[config.mk]
export PLATFORM = sky130hd
export DESIGN_NAME = mvu_pe_simd_xnor_acc
export DESIGN_NICKNAME = d
export VERILOG_FILES = /design/src/rtl/mvu_pe_simd_xnor_acc_pkg.sv /design/src/rtl/mvu_pe_simd_xnor_acc_popcount.sv /design/src/rtl/mvu_pe_simd_xnor_acc.sv
export SDC_FILE = /design/constraint.sdc
export NUM_CORES = 1
export LEC_CHECK = 0
export ABC_AREA = 0
export CAP_MARGIN = 5
export CORE_MARGIN = 3
export CORE_UTILIZATION = 49
export CTS_CLUSTER_DIAMETER = 40
export DETAILED_ROUTE_END_ITERATION = 8
export PLACE_DENSITY = 0.76
export SLEW_MARGIN = 10
export SYNTH_ARGS = -nofsm -noshare
export SYNTH_HDL_FRONTEND = slang
export SYNTH_SLANG_ARGS = --single-unit
[constraint.sdc]
create_clock -name clk -period 3.4 [get_ports clk]
set_input_delay 0.34 -clock clk [delete_from_list [all_inputs] [get_ports clk]]
set_output_delay 0.34 -clock clk [all_outputs]
set_load 0.02 [all_outputs]
[src/rtl/mvu_pe_simd_xnor_acc_pkg.sv]
// ---------------------------------------------------------------------------
// mvau_defn
//   Shared definitions for the binary MVAU processing elements.
//   - popw(simd): width needed to hold a popcount of 'simd' one-bit lanes.
//   - POPW:       popcount width for the default lane count.
//   - acc_mode_e: accumulator interpretation (plain popcount sum or +/-1 dot
//                 product), plus the integer encodings used on the PE's
//                 BIPOLAR parameter.
// ---------------------------------------------------------------------------
package mvau_defn;

  function automatic int popw(input int simd);
    return $clog2(simd + 1);
  endfunction

  localparam int SIMD_DEFAULT = 8;
  localparam int POPW         = popw(SIMD_DEFAULT);

  typedef enum logic {
    ACC_UNSIGNED = 1'b0,
    ACC_BIPOLAR  = 1'b1
  } acc_mode_e;

  localparam int BIPOLAR_OFF = 0;
  localparam int BIPOLAR_ON  = 1;

endpackage

[src/rtl/mvu_pe_simd_xnor_acc_popcount.sv]
// ---------------------------------------------------------------------------
// mvu_popcount
//   Balanced adder tree counting the ones in an N-bit vector, with an
//   optional output register. A valid bit and a 'last' tag travel alongside
//   the count so the caller sees them aligned with the result.
//   Ports:
//     clk, rst_n  clock, synchronous active-low reset (used when PIPE=1)
//     en          pipeline enable; the output register holds when low
//     in_v        input valid
//     in_last     input tag (last fold of a neuron)
//     x           N input bits to count
//     out_v       valid aligned with cnt
//     out_last    tag aligned with cnt
//     cnt         number of ones in x, popw(N) bits wide
// ---------------------------------------------------------------------------
module mvu_popcount
  import mvau_defn::*;
#(
  parameter int N    = 8,
  parameter int PIPE = 0
) (
  input  logic                 clk,
  input  logic                 rst_n,
  input  logic                 en,
  input  logic                 in_v,
  input  logic                 in_last,
  input  logic [N-1:0]         x,
  output logic                 out_v,
  output logic                 out_last,
  output logic [popw(N)-1:0]   cnt
);

  localparam int PW = popw(N);
  localparam int LV = $clog2(N);
  localparam int NP = 1 << LV;

  logic [PW-1:0] tree;

  // Level 0 holds the leaves (padded with zeros up to a power of two);
  // every further level halves the node count, so level LV is the root.
  // All nodes share width PW since no partial sum can exceed N.
  for (genvar l = 0; l <= LV; l++) begin : g_lvl
    localparam int CNT = NP >> l;
    logic [PW-1:0] s [CNT];
    for (genvar i = 0; i < CNT; i++) begin : g_node
      if (l == 0) begin : g_leaf
        if (i < N) begin : g_bit
          assign s[i] = PW'(x[i]);
        end else begin : g_pad
          assign s[i] = '0;
        end
      end else begin : g_add
        assign s[i] = g_lvl[l-1].s[2*i] + g_lvl[l-1].s[2*i+1];
      end
    end
  end

  assign tree = g_lvl[LV].s[0];

  if (PIPE != 0) begin : g_reg
    always_ff @(posedge clk) begin
      if (!rst_n) begin
        out_v    <= 1'b0;
        out_last <= 1'b0;
        cnt      <= '0;
      end else if (en) begin
        out_v    <= in_v;
        out_last <= in_last;
        cnt      <= tree;
      end
    end
  end else begin : g_comb
    // Without the register the control inputs have no function here.
    logic unused_ctrl;
    assign unused_ctrl = ^{clk, rst_n, en};
    assign out_v    = in_v;
    assign out_last = in_last;
    assign cnt      = tree;
  end

endmodule

[src/rtl/mvu_pe_simd_xnor_acc.sv]
// ---------------------------------------------------------------------------
// mvu_pe_simd_xnor_acc
//   SIMD-wide binary processing element for the MVAU stream. Each accepted
//   beat XNORs SIMD activation/weight lanes, popcounts them and accumulates
//   the count over the folds of one output neuron. One result per neuron is
//   offered downstream under a valid/ready handshake; backpressure freezes
//   the whole pipe.
//   Parameters: SIMD lanes, TDstI result width, PIPE_POP (register the
//   popcount), BIPOLAR (0 = unsigned count sum, 1 = signed +/-1 dot product).
//   Ports:
//     clk, rst_n   clock, synchronous active-low reset
//     in_v         input beat valid
//     in_rdy       beat can be accepted this cycle
//     in_last      beat is the last fold of its neuron
//     in_act       activation bits, lane i = bit i
//     in_wgt       weight bits, lane i = bit i
//     out_v        result valid
//     out_rdy      downstream accepts the result
//     out          result (two's complement when BIPOLAR=1)
// ---------------------------------------------------------------------------
module mvu_pe_simd_xnor_acc
  import mvau_defn::*;
#(
  parameter int SIMD     = 8,
  parameter int TDstI    = 16,
  parameter int PIPE_POP = 0,
  parameter int BIPOLAR  = 0
) (
  input  logic              clk,
  input  logic              rst_n,
  input  logic              in_v,
  output logic              in_rdy,
  input  logic              in_last,
  input  logic [SIMD-1:0]   in_act,
  input  logic [SIMD-1:0]   in_wgt,
  output logic              out_v,
  input  logic              out_rdy,
  output logic [TDstI-1:0]  out
);

  localparam int        PW   = popw(SIMD);
  localparam acc_mode_e MODE = (BIPOLAR != BIPOLAR_OFF) ? ACC_BIPOLAR : ACC_UNSIGNED;

  if (SIMD < 1 || TDstI <= PW) begin : g_param_check
    $error("mvu_pe_simd_xnor_acc: need SIMD >= 1 and TDstI > popcount width");
  end

  logic              en;
  logic              accept;
  logic [SIMD-1:0]   x;
  logic              v1;
  logic              l1;
  logic [PW-1:0]     p;
  logic              v2;
  logic              l2;
  logic [TDstI-1:0]  acc;
  logic [TDstI-1:0]  fcnt;
  logic              first;
  logic [TDstI-1:0]  acc_base;
  logic [TDstI-1:0]  fcnt_base;
  logic [TDstI-1:0]  acc_next;
  logic [TDstI-1:0]  fcnt_next;
  logic [TDstI-1:0]  result;

  // A result stuck at the output freezes every stage at once, so nothing
  // in flight can be overwritten or duplicated.
  assign en     = ~(out_v & ~out_rdy);
  assign in_rdy = en;
  assign accept = in_v & en;

  // S1: data is captured only on accepted beats, so idle-cycle garbage on
  // in_act/in_wgt never enters the datapath.
  always_ff @(posedge clk) begin
    if (!rst_n) begin
      x  <= '0;
      v1 <= 1'b0;
      l1 <= 1'b0;
    end else if (en) begin
      v1 <= accept;
      l1 <= accept & in_last;
      if (accept) begin
        x <= in_act ~^ in_wgt;
      end
    end
  end

  mvu_popcount #(
    .N    (SIMD),
    .PIPE (PIPE_POP)
  ) u_pop (
    .clk      (clk),
    .rst_n    (rst_n),
    .en       (en),
    .in_v     (v1),
    .in_last  (l1),
    .x        (x),
    .out_v    (v2),
    .out_last (l2),
    .cnt      (p)
  );

  // 'first' marks the opening beat of a neuron: the stale total and fold
  // count are ignored then, so neurons run back to back with no idle cycle.
  // In bipolar mode each lane is +1 on match and -1 on mismatch, giving
  // 2*matches - lanes_seen.
  always_comb begin
    acc_base  = first ? '0 : acc;
    fcnt_base = first ? '0 : fcnt;
    acc_next  = acc_base + TDstI'(p);
    fcnt_next = fcnt_base + TDstI'(1);
    result    = acc_next;
    if (MODE == ACC_BIPOLAR) begin
      result = (acc_next << 1) - (TDstI'(SIMD) * fcnt_next);
    end
  end

  // S3: accumulator, fold counter and output register. Whenever en is high
  // the output slot is either empty or being drained, so it is reloaded by a
  // final beat or cleared otherwise.
  always_ff @(posedge clk) begin
    if (!rst_n) begin
      acc   <= '0;
      fcnt  <= '0;
      first <= 1'b1;
      out   <= '0;
      out_v <= 1'b0;
    end else if (en) begin
      if (v2) begin
        acc   <= acc_next;
        fcnt  <= fcnt_next;
        first <= l2;
      end
      if (v2 && l2) begin
        out   <= result;
        out_v <= 1'b1;
      end else begin
        out_v <= 1'b0;
      end
    end
  end

endmodule

# Word level (Yosys, flattened, before mapping)
# Cells that the tools add are included.
# totals
ff_bits	44
output_inout_bits	18
in_bits	21
# op_classes
n_reduce_logical	4
bitwise_logic	6
muxes	2
addsub	8
# op_table
cell	count
adder 16 x 4 -> 16 bit	1
2-to-1 mux 16 bit	1
adder 4 bit	3
adder 1 x 1 -> 2 bit	4
XNOR 8 bit	1
AND reduction 2 bit	3
AND 1 bit	3
NOT 1 bit	2
logical AND 1 bit	1
2-to-1 mux 1 bit	1

# Depth between registers and ports, before layout
# logic_depth
depth_word	5
ltp_mapped	15
ltp_nobuf	14

# Cells and area by module
# Synthesis repeated with hierarchy kept, for this count alone.
# unflattened
cells_unflattened	301
hier_area_um2	2533.7
# by_module_without_submodules
module	seq_area_each_um2	area_per_inst_um2	n_inst	cells_per_inst
mvu_pe_simd_xnor_acc	880.8	2314.7	1	276
mvu_popcount	0.0	219.0	1	25

# Worst setup path before layout
# No wires, ideal clock.
# synth_path
kind	register to register
start	register x[6]
end	register acc[12]
slack_ns	-0.321
arrival_time_ns	3.601
stages_incl_launch_ff	16
path_buffers	1
required_ns	3.280
setup_time_ns	0.120
path_cell_list	dfxtp_1 > ha_1 > inv_1 > fa_1 > inv_1 > fa_1 > ha_1 > inv_1 > fa_1 > inv_1 > ha_1 > a21o_1 > a21oi_1 > clkbuf_1 > nor3_1 > o31a_1
# synth_via
elab_chain_cells	4
# synth_rtl
item	line	text
from (decl)	mvu_pe_simd_xnor_acc.sv:50	logic [SIMD-1:0] x;
from (signal assigned)	mvu_pe_simd_xnor_acc.sv:82	x <= in_act ~^ in_wgt;
adder 1 x 1 -> 2 bit	mvu_pe_simd_xnor_acc_popcount.sv:53	assign s[i] = g_lvl[l-1].s[2*i] + g_lvl[l-1].s[2*i+1];
adder 4 bit (2 in a row)	mvu_pe_simd_xnor_acc_popcount.sv:53	
adder 16 x 4 -> 16 bit	mvu_pe_simd_xnor_acc.sv:109	acc_next = acc_base + TDstI'(p);
to (signal assigned)	mvu_pe_simd_xnor_acc.sv:129	acc <= acc_next;
to (decl)	mvu_pe_simd_xnor_acc.sv:56	logic [TDstI-1:0] acc;
# No other way between the ends.
# A chain may end at the register's enable or synchronous reset.

# Final worst setup path
# layout_path
start	register x[7]
end	register acc[12]
# Same word-level chain as after synthesis.

==> run metrics <==
status finished with violations; failing checks setup timing; slew at the pin closest to its max-slew limit 0.7325 ns; DR vias between 2000 and 3000; Critical Path RT 3.60 ns; Hold Crit Start acc[0]; CP max stage cell fa_1; RSZ-0062 raised after global routing yes; Synth async-reset ratio 0%; final core occ a little under three quarters; Initial Utilization 52.05%; initial antenna violation count 0; CP startpoint kind flip-flop; Synth top area share roughly a third; GR Util All Layers around 23%; Clock Tree Buf Depth 2; P per Cell Area 330.3 nW/µm²; die width 78.00 µm; Arrival @ worst endpoint 3.89 ns; grt ovf 0; nets 398; kind of critical path flip-flop to flip-flop; largest fanout on the critical path 6; Final ANT Viol Nets 0; clock slew at reported path FFs 0.08 ns; clock tree sinks 44; Max Cap Viol 0; PortBufs 38; largest net degree at the start of global routing 27; worst clock skew between 0.005 and 0.006 ns; GP Congestion 0.8482; Setup Viol. Count Final 24; final-report max-slew violation count 0; Area contributors post-synth dfxtp_1 (35%), nand2_1 (6.7%), nand3_1 (5.1%), ha_1 (4.9%), fa_1 (3.9%); Tcrit/Tclk final 108.6%; IO Pins 39; root buf cell clkbuf_8; Mapped Nets 345; cell breakdown of the critical path ha_4, inv_2, fa_1, inv_1, fa_1, ha_2, inv_2, fa_1, inv_2, ha_4, a21o_1, a21oi_4, buf_6, buf_6, nor3_1, o31a_1; non-filler cells, final 430; Avg Inst Size Synth 8.220 µm²; Leakage Power ~1.3 nW; Hold Violations, Final 0; Worst R2R Setup Slack -0.29 ns; Pre-Repair DR Iteration Count 5; CTS HTree Levels 2; Worst Setup SP x[7]; worst path bufs/invs 6; number of hold buffers added after CTS 0; CTS Buf Count 5; Post-Syn Area 2540 µm²; CP endpoint kind flip-flop; DR vias/cell 5.888; maximum vdd ir drop approximately 0.19 mV; chip height 78.00 µm; number of flops mapped to enable cells by yosys 0; Mapped Cells between 300 and 400; drt drc 0; HP Class flip-flop to flip-flop; Seq/Total Area, Yosys 34.68%; FF+latch count, synth 44; core area 4880 µm²; Synthesis Warnings 0; share of layout cells above drive strength 1 19.28%; final wirelength 6.875 mm; Crit path max-delay family adder cells; WL per Instance 15.99 µm; Synth cell types 47; row count 25; CTS tree built; Main synth FF type dfxtp_1; dpl cells 411; Fill cells 375; max_slew headroom 51.07%; Max Freq 0.2708 GHz; min Tclk post-route between 3 and 4 ns; DP Wirelength around 4.3 mm; Synth area leader dfxtp_1; number of DRC markers in iteration 0 366; Clock Latency Late Sink approximately 0.30 ns; final setup margin -0.2930 ns; CP max stage delay around 0.53 ns; antenna cells 0; area growth from synthesis to layout 36.95%; vias in the first global route 2397; Reg-to-Reg Start x[7]; first-pass GRT wire length between 10 and 15 mm; die area 6083 µm²
-- kinds of logic (layout without fill, tap and decap cells) --
kind of cell | count (synthesis) | in the layout | share of synthesized area (%)
adders and majority gates | 15 | 15 | 8.867
AOI/OAI and AO/OA | 70 | 72 | 17.83
xor gates and xnor gates | 11 | 11 | 3.793
and+or+nand+nor | 134 | 134 | 28.82
DFF | 44 | 44 | 34.68
buffers and inverters | 35 | 87 | 6.010
-- area by class of cell --
type                            instances  area (µm²)  area share, %
Timing Repair Buffer                   62       603.1          17.34
Multi-Input combinational cell        232        1714          49.28
Clock inverter                          1       30.03         0.8633
Clock buffer                            7       96.34          2.770
Tap cell                               67       83.83          2.410
Inverter                               17       63.81          1.835
Sequential cell                        44       887.1          25.50
-- cell usage in the layout (no fill, tap or decap), drive strengths merged, types with 9 or more instances in the layout --
cell and instances:
a21oi 19, a31oi 9, buf 24, clkdlybuf4s50 38, dfxtp 44, ha 10, inv 16, nand2 45
nand3 26, nand4 9, nor2b 11, o21ai 13, or4 10, xnor2 10
-- per-stage QoR --
step           power (mW)  hold WS [ns]  TNS, ns  instance area, µm²  setup slack, ns
6_report            1.149        0.4535   -4.457                3478          -0.2930
4_1_cts             1.147        0.4552   -3.338                3338          -0.2433
2_1_floorplan      0.6484        0.4318   -1.062                2579          -0.1393
3_5_place_dp       0.7072        0.4437   -6.076                3054          -0.3998
5_1_grt             1.197        0.4824   -7.384                3478          -0.4343
3_3_place_gp       0.7035        0.4341   -3.631                3054          -0.2725
-- flip-flops by register name, summed over array words and instances (netlist names) --
register / cells
l1: 1
out_v: 1
first: 1
v1: 1
acc: 16
x: 8
out: 16
-- synthesized netlist by cell type (all sizes together) (2+ instances only) --
cell type  count
a211o          3
a21o           4
a21oi         19
a22o           2
a31oi          9
and2           4
and2b          5
and3           3
buf            5
clkbuf        13
dfxtp         44
fa             5
ha            10
inv           16
nand2         45
nand3         26
nand4          9
nand4b         2
nor2           3
nor2b         11
nor3           4
nor4           2
nor4b          2
o211ai         7
o21ai         13
o311ai         3
o31a           2
o31ai          3
or3            3
or4           10
or4b           3
xnor2         10
-- metal layers --
layer	wire length, µm	part of all wire [%]	global-route usage (%)
met5	0	0	0
met2	3149	46	35.87
met4	131	1.9	8.217
met1	3060	45	31.89
met3	533	7.8	4.640
-- worst min-delay path: cells and delay by family (launching register included) --
family / cells / cell delay [ns]
simple gates: 1 / 0.05
flops: 1 / 0.31
compound gates: 1 / 0.05
-- power breakdown --
part | total, mW | leakage, nW | switching [mW] | internal (mW)
clock network | 0.441 | 0.0645 | 0.182 | 0.259
logic | 0.168 | 0.880 | 0.0882 | 0.0801
registers | 0.539 | 0.359 | 0.0102 | 0.529
total | 1.15 | 1.30 | 0.280 | 0.869
-- worst paths after layout --
| kind | cells past startpoint | end |
|---|---|---|
| max | 16 | acc[12] |
| min | 2 | acc[0] |
| max reg2reg | 16 | acc[12] |
| min reg2reg | 2 | acc[0] |
-- repair_timing --
item	in CTS	in global routing
gates cloned	3	0
endpoints found under the setup margin	24	26
pin swaps	23	19
resized for setup	24	24
buffers inserted	4	4
No activity file was read; power rests on OpenSTA's default activity.
